<file path="config.mk">
export PLATFORM = sky130hd
export DESIGN_NAME = pipeline_perf_monitor_flat
export DESIGN_NICKNAME = d
export VERILOG_FILES = /design/src/rtl/pipeline_perf_monitor_pkg.sv /design/src/rtl/pipeline_perf_monitor_if.sv /design/src/rtl/pipeline_perf_monitor_sat_counter.sv /design/src/rtl/pipeline_perf_monitor.sv /design/src/flat_wrapper.sv
export SDC_FILE = /design/constraint.sdc
export NUM_CORES = 1
export LEC_CHECK = 0
export ABC_AREA = 1
export CORE_MARGIN = 2
export CORE_UTILIZATION = 54
export DETAILED_ROUTE_END_ITERATION = 10
export PLACE_DENSITY = 0.77
export SLEW_MARGIN = 20
export SYNTH_ARGS = -nofsm -noshare
export SYNTH_HDL_FRONTEND = slang
export SYNTH_SLANG_ARGS = --single-unit
export TNS_END_PERCENT = 1
</file>
<file path="constraint.sdc">
create_clock -name clk_i -period 10.95 [get_ports clk_i]
set_input_delay 2.19 -clock clk_i [delete_from_list [all_inputs] [get_ports clk_i]]
set_output_delay 2.19 -clock clk_i [all_outputs]
set_load 0.005 [all_outputs]
</file>
<file path="src/rtl/pipeline_perf_monitor_pkg.sv">
// Shared types and helpers for the pipeline performance monitor.
package perf_mon_pkg;

  // Run control: counters advance only in RUN_RUN; RUN_HALT is left only by clear.
  typedef enum logic [1:0] {
    RUN_IDLE = 2'd0,
    RUN_RUN  = 2'd1,
    RUN_HALT = 2'd2
  } run_state_e;

  // Snapshot streamer.
  typedef enum logic {
    D_IDLE = 1'b0,
    D_SEND = 1'b1
  } dump_state_e;

  // Dump word 0 is always the cycle counter; word k is event k-1.
  localparam int IDX_CYCLE = 0;

  // Width of the dump word index for num_evt event channels (+1 cycle word).
  function automatic int idx_width(input int num_evt);
    return (num_evt < 1) ? 1 : $clog2(num_evt + 1);
  endfunction

endpackage

</file>
<file path="src/rtl/pipeline_perf_monitor_if.sv">
// Snapshot dump stream (valid/ready) between the monitor and its sink.
interface pipeline_perf_monitor_if
  import perf_mon_pkg::*;
#(
  parameter int CNT_W   = 32,
  parameter int NUM_EVT = 4,
  parameter int IDX_W   = idx_width(NUM_EVT)
);
  logic             dump_valid_o;
  logic [IDX_W-1:0] dump_idx_o;
  logic [CNT_W-1:0] dump_data_o;
  logic             dump_last_o;
  logic             dump_ready_i;

  modport master (
    output dump_valid_o, dump_idx_o, dump_data_o, dump_last_o,
    input  dump_ready_i
  );

  modport slave (
    input  dump_valid_o, dump_idx_o, dump_data_o, dump_last_o,
    output dump_ready_i
  );
endinterface

</file>
<file path="src/rtl/pipeline_perf_monitor_sat_counter.sv">
// Saturating event counter with sticky overflow flag and synchronous clear.
module perf_sat_counter #(
  parameter int CNT_W = 32
) (
  input  logic             clk_i,
  input  logic             rst_i,
  input  logic             inc_i,
  input  logic             clr_i,
  input  logic             en_i,
  output logic [CNT_W-1:0] value_o,
  output logic             ovf_o
);
  logic [CNT_W-1:0] value_q, value_d;
  logic             ovf_q, ovf_d;

  // Next value: clear wins; an increment at all-ones holds the value and flags overflow.
  always_comb begin
    value_d = value_q;
    ovf_d   = ovf_q;
    if (clr_i) begin
      value_d = '0;
      ovf_d   = 1'b0;
    end else if (en_i && inc_i) begin
      if (&value_q) ovf_d = 1'b1;
      else          value_d = value_q + CNT_W'(1);
    end
  end

  // State register.
  always_ff @(posedge clk_i or posedge rst_i) begin
    if (rst_i) begin
      value_q <= '0;
      ovf_q   <= 1'b0;
    end else begin
      value_q <= value_d;
      ovf_q   <= ovf_d;
    end
  end

  assign value_o = value_q;
  assign ovf_o   = ovf_q;
endmodule

</file>
<file path="src/rtl/pipeline_perf_monitor.sv">
// Cycle/event performance monitor: run/halt control, saturating counters and a
// frozen-snapshot dump over a valid/ready stream.
module pipeline_perf_monitor
  import perf_mon_pkg::*;
#(
  parameter int CNT_W   = 32,
  parameter int NUM_EVT = 4,
  parameter int IDX_W   = idx_width(NUM_EVT)
) (
  input  logic                   clk_i,
  input  logic                   rst_i,
  input  logic                   start_i,
  input  logic                   clear_i,
  input  logic [NUM_EVT-1:0]     evt_i,
  input  logic [CNT_W-1:0]       stop_cycle_i,
  input  logic                   snap_req_i,
  pipeline_perf_monitor_if.master dump,
  output logic                   halt_o,
  output logic [NUM_EVT:0]       ovf_o,
  output logic [CNT_W-1:0]       cycle_o
);
  localparam int              NUM_CNT  = NUM_EVT + 1;
  localparam logic [IDX_W-1:0] IDX_LAST = IDX_W'(NUM_EVT);

  run_state_e                  run_q, run_d;
  dump_state_e                 dump_q, dump_d;
  logic [IDX_W-1:0]            idx_q, idx_d;
  logic [NUM_EVT:0][CNT_W-1:0] shadow_q, shadow_d;
  logic [NUM_EVT:0][CNT_W-1:0] cnt_val;
  logic [NUM_EVT:0]            cnt_inc;
  logic                        count_en;
  logic                        hit_stop;

  // Counter 0 counts every enabled cycle; counter k counts raw evt_i[k-1].
  assign cnt_inc = {evt_i, 1'b1};

  for (genvar g = 0; g < NUM_CNT; g++) begin : g_cnt
    perf_sat_counter #(.CNT_W(CNT_W)) u_cnt (
      .clk_i   (clk_i),
      .rst_i   (rst_i),
      .inc_i   (cnt_inc[g]),
      .clr_i   (clear_i),
      .en_i    (count_en),
      .value_o (cnt_val[g]),
      .ovf_o   (ovf_o[g])
    );
  end

  // Limit reached when the value the cycle counter is about to take equals a
  // non-zero stop; a saturated counter wraps here to 0 and so never matches.
  assign hit_stop = (stop_cycle_i != '0) &&
                    ((cnt_val[IDX_CYCLE] + CNT_W'(1)) == stop_cycle_i);

  // Run FSM: next state and counter enable; clear overrides everything.
  always_comb begin
    run_d    = run_q;
    count_en = 1'b0;
    if (clear_i) begin
      run_d = RUN_IDLE;
    end else begin
      case (run_q)
        RUN_IDLE: if (start_i) run_d = RUN_RUN;
        RUN_RUN: begin
          if (!start_i) begin
            run_d = RUN_IDLE;
          end else begin
            count_en = 1'b1;
            if (hit_stop) run_d = RUN_HALT;
          end
        end
        RUN_HALT: run_d = RUN_HALT;
        default:  run_d = RUN_IDLE;
      endcase
    end
  end

  // Dump FSM: capture pre-increment live values on request, then walk the words.
  always_comb begin
    dump_d   = dump_q;
    idx_d    = idx_q;
    shadow_d = shadow_q;
    case (dump_q)
      D_IDLE: begin
        if (snap_req_i) begin
          shadow_d = cnt_val;
          idx_d    = '0;
          dump_d   = D_SEND;
        end
      end
      D_SEND: begin
        if (dump.dump_ready_i) begin
          if (idx_q == IDX_LAST) begin
            idx_d  = '0;
            dump_d = D_IDLE;
          end else begin
            idx_d = idx_q + IDX_W'(1);
          end
        end
      end
      default: dump_d = D_IDLE;
    endcase
  end

  // State registers; reset aborts any dump immediately.
  always_ff @(posedge clk_i or posedge rst_i) begin
    if (rst_i) begin
      run_q    <= RUN_IDLE;
      dump_q   <= D_IDLE;
      idx_q    <= '0;
      shadow_q <= '0;
    end else begin
      run_q    <= run_d;
      dump_q   <= dump_d;
      idx_q    <= idx_d;
      shadow_q <= shadow_d;
    end
  end

  // Outputs are pure functions of registered state, so they hold while stalled.
  assign halt_o            = (run_q == RUN_HALT);
  assign cycle_o           = cnt_val[IDX_CYCLE];
  assign dump.dump_valid_o = (dump_q == D_SEND);
  assign dump.dump_idx_o   = idx_q;
  assign dump.dump_last_o  = (dump_q == D_SEND) && (idx_q == IDX_LAST);
  assign dump.dump_data_o  = (dump_q == D_SEND) ? shadow_q[idx_q] : '0;
endmodule

</file>
<file path="src/flat_wrapper.sv">
// flat-port wrapper written by rule: the top's interface ports become plain ports
module pipeline_perf_monitor_flat import perf_mon_pkg::*;
#(
  parameter int CNT_W   = 32,
  parameter int NUM_EVT = 4,
  parameter int IDX_W   = idx_width(NUM_EVT)
)
  (clk_i, rst_i, start_i, clear_i, evt_i, stop_cycle_i, snap_req_i, halt_o, ovf_o, cycle_o, dump_dump_valid_o, dump_dump_idx_o, dump_dump_data_o, dump_dump_last_o, dump_dump_ready_i);
  pipeline_perf_monitor_if #(.CNT_W(CNT_W), .NUM_EVT(NUM_EVT), .IDX_W(IDX_W)) dump_i ();
  input  logic clk_i;
  input  logic rst_i;
  input  logic start_i;
  input  logic clear_i;
  input  logic [NUM_EVT-1:0] evt_i;
  input  logic [CNT_W-1:0] stop_cycle_i;
  input  logic snap_req_i;
  output logic halt_o;
  output logic [NUM_EVT:0] ovf_o;
  output logic [CNT_W-1:0] cycle_o;
  output wire logic [$bits(dump_i.dump_valid_o)-1:0] dump_dump_valid_o;
  output wire logic [$bits(dump_i.dump_idx_o)-1:0] dump_dump_idx_o;
  output wire logic [$bits(dump_i.dump_data_o)-1:0] dump_dump_data_o;
  output wire logic [$bits(dump_i.dump_last_o)-1:0] dump_dump_last_o;
  input wire logic [$bits(dump_i.dump_ready_i)-1:0] dump_dump_ready_i;
  assign dump_dump_valid_o = dump_i.dump_valid_o;
  assign dump_dump_idx_o = dump_i.dump_idx_o;
  assign dump_dump_data_o = dump_i.dump_data_o;
  assign dump_dump_last_o = dump_i.dump_last_o;
  assign dump_i.dump_ready_i = dump_dump_ready_i;
  pipeline_perf_monitor #(.CNT_W(CNT_W), .NUM_EVT(NUM_EVT), .IDX_W(IDX_W)) u_core (.clk_i(clk_i), .rst_i(rst_i), .start_i(start_i), .clear_i(clear_i), .evt_i(evt_i), .stop_cycle_i(stop_cycle_i), .snap_req_i(snap_req_i), .dump(dump_i), .halt_o(halt_o), .ovf_o(ovf_o), .cycle_o(cycle_o));
endmodule
</file>
[Yosys cells after proc, flatten, opt, wreduce, memory -nomap -nowiden]
Index checks and enable logic that the tools add are counted.
Storage, ports and cells
  register bits after elaboration: 331
  input bits: 42
  output and inout port bits: 75
  logic and storage cells: 124
Cells by class
  add/sub/neg operators: 6
  order comparisons: 1
  equal/unequal tests: 13
  muxes and demuxes: 49
  bitwise operators: 1
  reductions and logical operators: 36
Operator list (number)
  $mux 32: 17
  $add 32x1->32 const B: 5
  $reduce_and 32->1: 5
  $bmux 32 s3: 1
  $eq 32x32->1: 1
  $reduce_bool 32->1: 1
  $reduce_and 2->1: 13
  $mux 1: 21
  $reduce_bool 2->1: 10
  $ne 2x2->1 const B: 7
  $mux 3: 3
  $mux 2: 4
  $logic_and 1x1->1: 6
  $pmux 2 s3: 1
  $pmux 3 s2: 1
  $lt 3x4->1 const B: 1
  $ne 4x3->1 const B: 1
  $add 3x1->3 const B: 1
  $eq 3x3->1 const B: 1
  $ne 3x3->1 const B: 1
  $eq 2x1->1 const B: 1
  $eq 2x2->1 const B: 1
  $logic_not 2->1: 1
  $pmux 1 s2: 1
  $not 1->1: 1

[Longest topological paths before layout]
  depth after elaboration: 7
  mapped depth: 17
  gate-level depth less buffers: 17

[Cells and area by module]
From an unflattened synthesis, not the netlist that was laid out.
Unflattened totals
  cells, all modules: 2796
  area total of the unflattened synthesis: 21323.0 µm²
By module, submodules not included
  perf_sat_counter: times used 5, cells each 346, area an instance 2434.8 µm², sequential area each 825.8 µm²
  pipeline_perf_monitor: times used 1, cells each 1066, area an instance 9148.8 µm², sequential area each 4154.0 µm²

[Worst setup path before layout]
No wires, ideal clock.
  kind: reg-to-output
  start: reg u_core.idx_q[0] (netlist: u_core.dump.dump_idx_o[0])
  end: out dump_dump_data_o[23]
  arrival time: 1.426 ns
  data required time: 8.760 ns
  setup slack: 7.334 ns
  cell stages (with the launch flop): 8
  path buffers: 2
  cells stage by stage: dfrtp_1 -> clkbuf_1 -> clkinv_1 -> clkbuf_1 -> o21ai_0 -> o22ai_1 -> o21ai_0 -> inv_1
Between the ends
  cells in the longest elaborated chain, start to end: 3
RTL lines
  from (decl): line pipeline_perf_monitor.sv:27  | logic [IDX_W-1:0] idx_q, idx_d;
  from (signal assigned): line pipeline_perf_monitor.sv:114  | idx_q <= idx_d;
  $bmux 32 s3: line pipeline_perf_monitor.sv:125  | assign dump.dump_data_o = (dump_q == D_SEND) ? shadow_q[idx_q] : '0;
  $mux 32 (implied by the code): line pipeline_perf_monitor.sv:125
  $mux 32: line pipeline_perf_monitor.sv:125
  to (decl): line flat_wrapper.sv:22  | output wire logic [$bits(dump_i.dump_data_o)-1:0] dump_dump_data_o;
Every way passes these cells. The select of a mux whose other input is x is not followed.

[Worst setup path after layout]
  start: reg u_core.idx_q[0] (netlist: u_core.dump.dump_idx_o[0])
  end: out dump_dump_data_o[16]
The elaborated chain is that of the path after synthesis.

==> results.yml <==
synth:
  synth_cell_types: 51
  syn-num-nets: 2542
  synth_top_cell_area_share: 0.4450
  yosys.area.top_type: "dfrtp_1"
  synth-edff-count: 0
  ys_seq_area_frac: 0.4450
  ys_async_sr_fraction: 1.000
  netlist_top_cells_area: "dfrtp_1, nand2_1, o21ai_0"
  yosysMostFrequentCell: "nand2_1"
  synth_area_sq_um: 18610
  synth-main-ff-cell: "dfrtp_1"
  avgSynthCellArea_sq_um: 7.466
  synth_warnings: 0
  synthCells: 2493
  synth-seq-cells: 331
  synth_common_cells: "nand2_1, dfrtp_1, o21ai_0, nor2_1, inv_1"
sta:
  finalCritPeriodShare: 0.5079
  finalSetupTns_ns: 0
  hold_viol: 0
  fmax_mhz: 179.8
  period_needed_ns: 5.561
  relSlewSlack: 0.2826
  fin_ws_ns: 5.389
  slew_viol_final: 0
  finalSetupViolCount: 0
  tightest_slew_ns: 1.076
  rsz0062_at_grt: "no"
  clock_skew_ns: 0.01508
floorplanning:
  die_area_sq_um: 35970
  start_util: 0.5523
  chipWidth_um: 189.7
  core_sq_um: 33700
  fp.dieH_um: 189.7
  row_count: 67
  ios: 117
detailed_routing:
  routedWlPerCell_um: 18.94
  wl_um: 56890
  drt_iter0_markers: 1931
  met1_length_um: 23360
  route.detailed.drc: 0
  antenna_left: 0
  drtPass1Iterations: 8
  wl_met2_um: 26040
  highest_layer: "met5"
  vias: 17595
  met3_length_um: 4789
  avgViaCountPerCell: 5.857
setup_path:
  worstPathMaxFanout: 74
  critPathKind: "flop to output pin"
  slowest_delay_ns: 0.50
  cp.required_ns: 8.76
  r2r_cells: 4
  rr_startpoint: "u_core.dump.dump_valid_o$_DFF_PP0_"
  critPathTopFamily: "buffers and inverters"
  cp_num_buf_inv: 5
  reg2reg_slack_ns: 7.18
  crit_chain: "buf_4 -> clkinv_1 -> buf_4 -> o21ai_0 -> o22ai_1 -> o21ai_0 -> inv_1 -> clkdlybuf4s50_1"
  setup.worst_path.start_class: "flop"
  r2r_end: "u_core.shadow_q[80]$_DFFE_PP0P_"
  worstPathArrival_ns: 3.37
  crit_path_end_kind: "output pin"
  slowest_stage: "o22ai_1"
clock_network:
  cts.root.buffer_cell: "clkbuf_16"
  cts_setup_buffers: 0
  clk_pin_slew_ns: 0.06
  ctsHoldBuffers: 0
  cts_tree: "built"
  clock-sinks: 331
  cts_resized: 0
  cts_buffers: 37
  clockBufferDepth: 3
  clk_latency_ns: 0.53
  htreeDepth: 2
pwr:
  p_clk_frac: 0.366
  p_comb_frac: 0.265
  p_int_uw: 2596
  finalPower_uw: 3852
  power.net_switching_uw: 1256
  peakVddDrop_mv: 0.1302
  power_density_nw_per_um2: 181.9
  swShare: 0.3260
  p_leak_uw: 0.008684
  p_seq_frac: 0.368
global_routing:
  grt_pass1_vias: 16862
  grt_overflow_total: 0
  grt_max_degree: 183
  grt.total_usage: 0.3197
  antenna_found_initial: 2
  grt_pass1_wl_um: 90520
hold_path:
  worst_hold_path.endpoint: "u_core.g_cnt[0].u_cnt.ovf_o$_DFFE_PP0P_"
  whs_path_depth: 2
  hold_start: "u_core.g_cnt[0].u_cnt.ovf_o$_DFFE_PP0P_"
  hp-class: "flop to flop"
place:
  place_hpwl_um: 41380
  dp_slack_ns: 6.118
  port_buffers: 116
  dpl-instance-area_sq_um: 19780
  place_congestion: 0.9473
outcome:
  status: "complete, no violations"
cells_and_area:
  finalInstanceArea_sq_um: 21170
  drive_gt1_frac: 0.06067
  nFillCells: 2962
  fin_nets: 2575
  post-route-util: 0.6283
  area_growth_pct: 13.77
flow_run:
  maxCapViolations: 0
-- power by group through the flow --
stage	logic (uW)	registers, uW	clock network (uW)
floorplan	566	1380	0
global placement	972	1430	0
detailed placement	993	1430	0
CTS	1000	1410	1420
global route	1110	1430	1480
finish	1020	1420	1410
-- worst max path at each step --
stage,cells past startpoint,slack [ns],endpoint,startpoint
after global routing,8,5.24,dump_dump_data_o[16],u_core.dump.dump_idx_o[0]$_DFFE_PP0P_
after CTS,8,5.48,dump_dump_data_o[16],u_core.dump.dump_idx_o[0]$_DFFE_PP0P_
final,8,5.39,dump_dump_data_o[16],u_core.dump.dump_idx_o[0]$_DFFE_PP0P_
after detailed placement,4,6.12,u_core.dump.dump_idx_o[2]$_DFFE_PP0P_,rst_i
after global placement,4,6.14,u_core.shadow_q[80]$_DFFE_PP0P_,snap_req_i
after floorplan,1,4.34,u_core.dump.dump_idx_o[0]$_DFFE_PP0P_,rst_i
-- per-stage QoR --
stage          cells  hold slack, ns
4_1_cts         3003          0.4838
6_report        3004          0.4879
2_1_floorplan   2493          0.4367
3_3_place_gp    2935          0.4645
5_1_grt         3003          0.5167
3_5_place_dp    2935          0.4682
-- state kept, by name, summed over array words and instances, names as in the netlist --
| name | flops |
|---|---|
| u_core.shadow_q | 160 |
| u_core.run_q | 2 |
| u_core.g_cnt.u_cnt.ovf_o | 5 |
| u_core.dump.dump_valid_o | 1 |
| u_core.g_cnt.u_cnt.value_o | 160 |
| u_core.dump.dump_idx_o | 3 |
-- layout make-up --
class	instances	area, sq um	area share
clock buffer	47	1056	0.04987
sequential	331	8285	0.3913
clock inverter	21	331.6	0.01566
tap	448	560.5	0.02647
timing repair buffer	127	1254	0.05921
antenna	1	2.502	0.0001182
inverter	262	992.2	0.04686
multi-input combinational	1767	8692	0.4105
-- worst min-delay path: stages (launching register included) --
cell	delay [ns]
dfrtp_1	0.34
nand2_1	0.06
o31ai_1	0.05
-- cell usage in the layout, fill, tap and decap left out, drive strengths merged, types with 2 or more instances in the layout --
cell type        n
xnor2            4
and2             3
clkdlybuf4s50  115
clkinv          10
a21oi           97
o31ai           32
nor2           296
a31oi            3
mux2            16
nand4           34
clkinvlp         4
buf             12
o22ai           52
clkbuf          47
inv            261
nand2          600
dfrtp          331
nor3            86
nor4            25
xor2            49
o21ai          305
nand3          112
bufinv           8
nand3b          14
nor3b           10
ha               7
o21a            11
or2              2
-- kinds of logic (layout without fill, tap and decap cells) --
| kind of cell | after synthesis | count (layout) | synth area share |
|---|---|---|---|
| buffers and inverters | 395 | 457 | 0.08887 |
| XOR/XNOR | 55 | 55 | 0.02743 |
| AO/OA/AOI/OAI | 503 | 503 | 0.1462 |
| AND/OR/NAND/NOR | 1186 | 1186 | 0.2781 |
| adder cells (fa/ha/maj) | 7 | 7 | 0.004706 |
| multiplexers | 16 | 16 | 0.009681 |
| other | 0 | 1 | 0 |
| flip-flops | 331 | 331 | 0.4450 |
-- layer usage --
metal	up-vias	track usage
li1	8247	-
met1	8353	0.4198
met2	833	0.5138
met3	158	0.06364
met4	4	0.1464
met5	-	0
(Power assumes the default switching activity.)
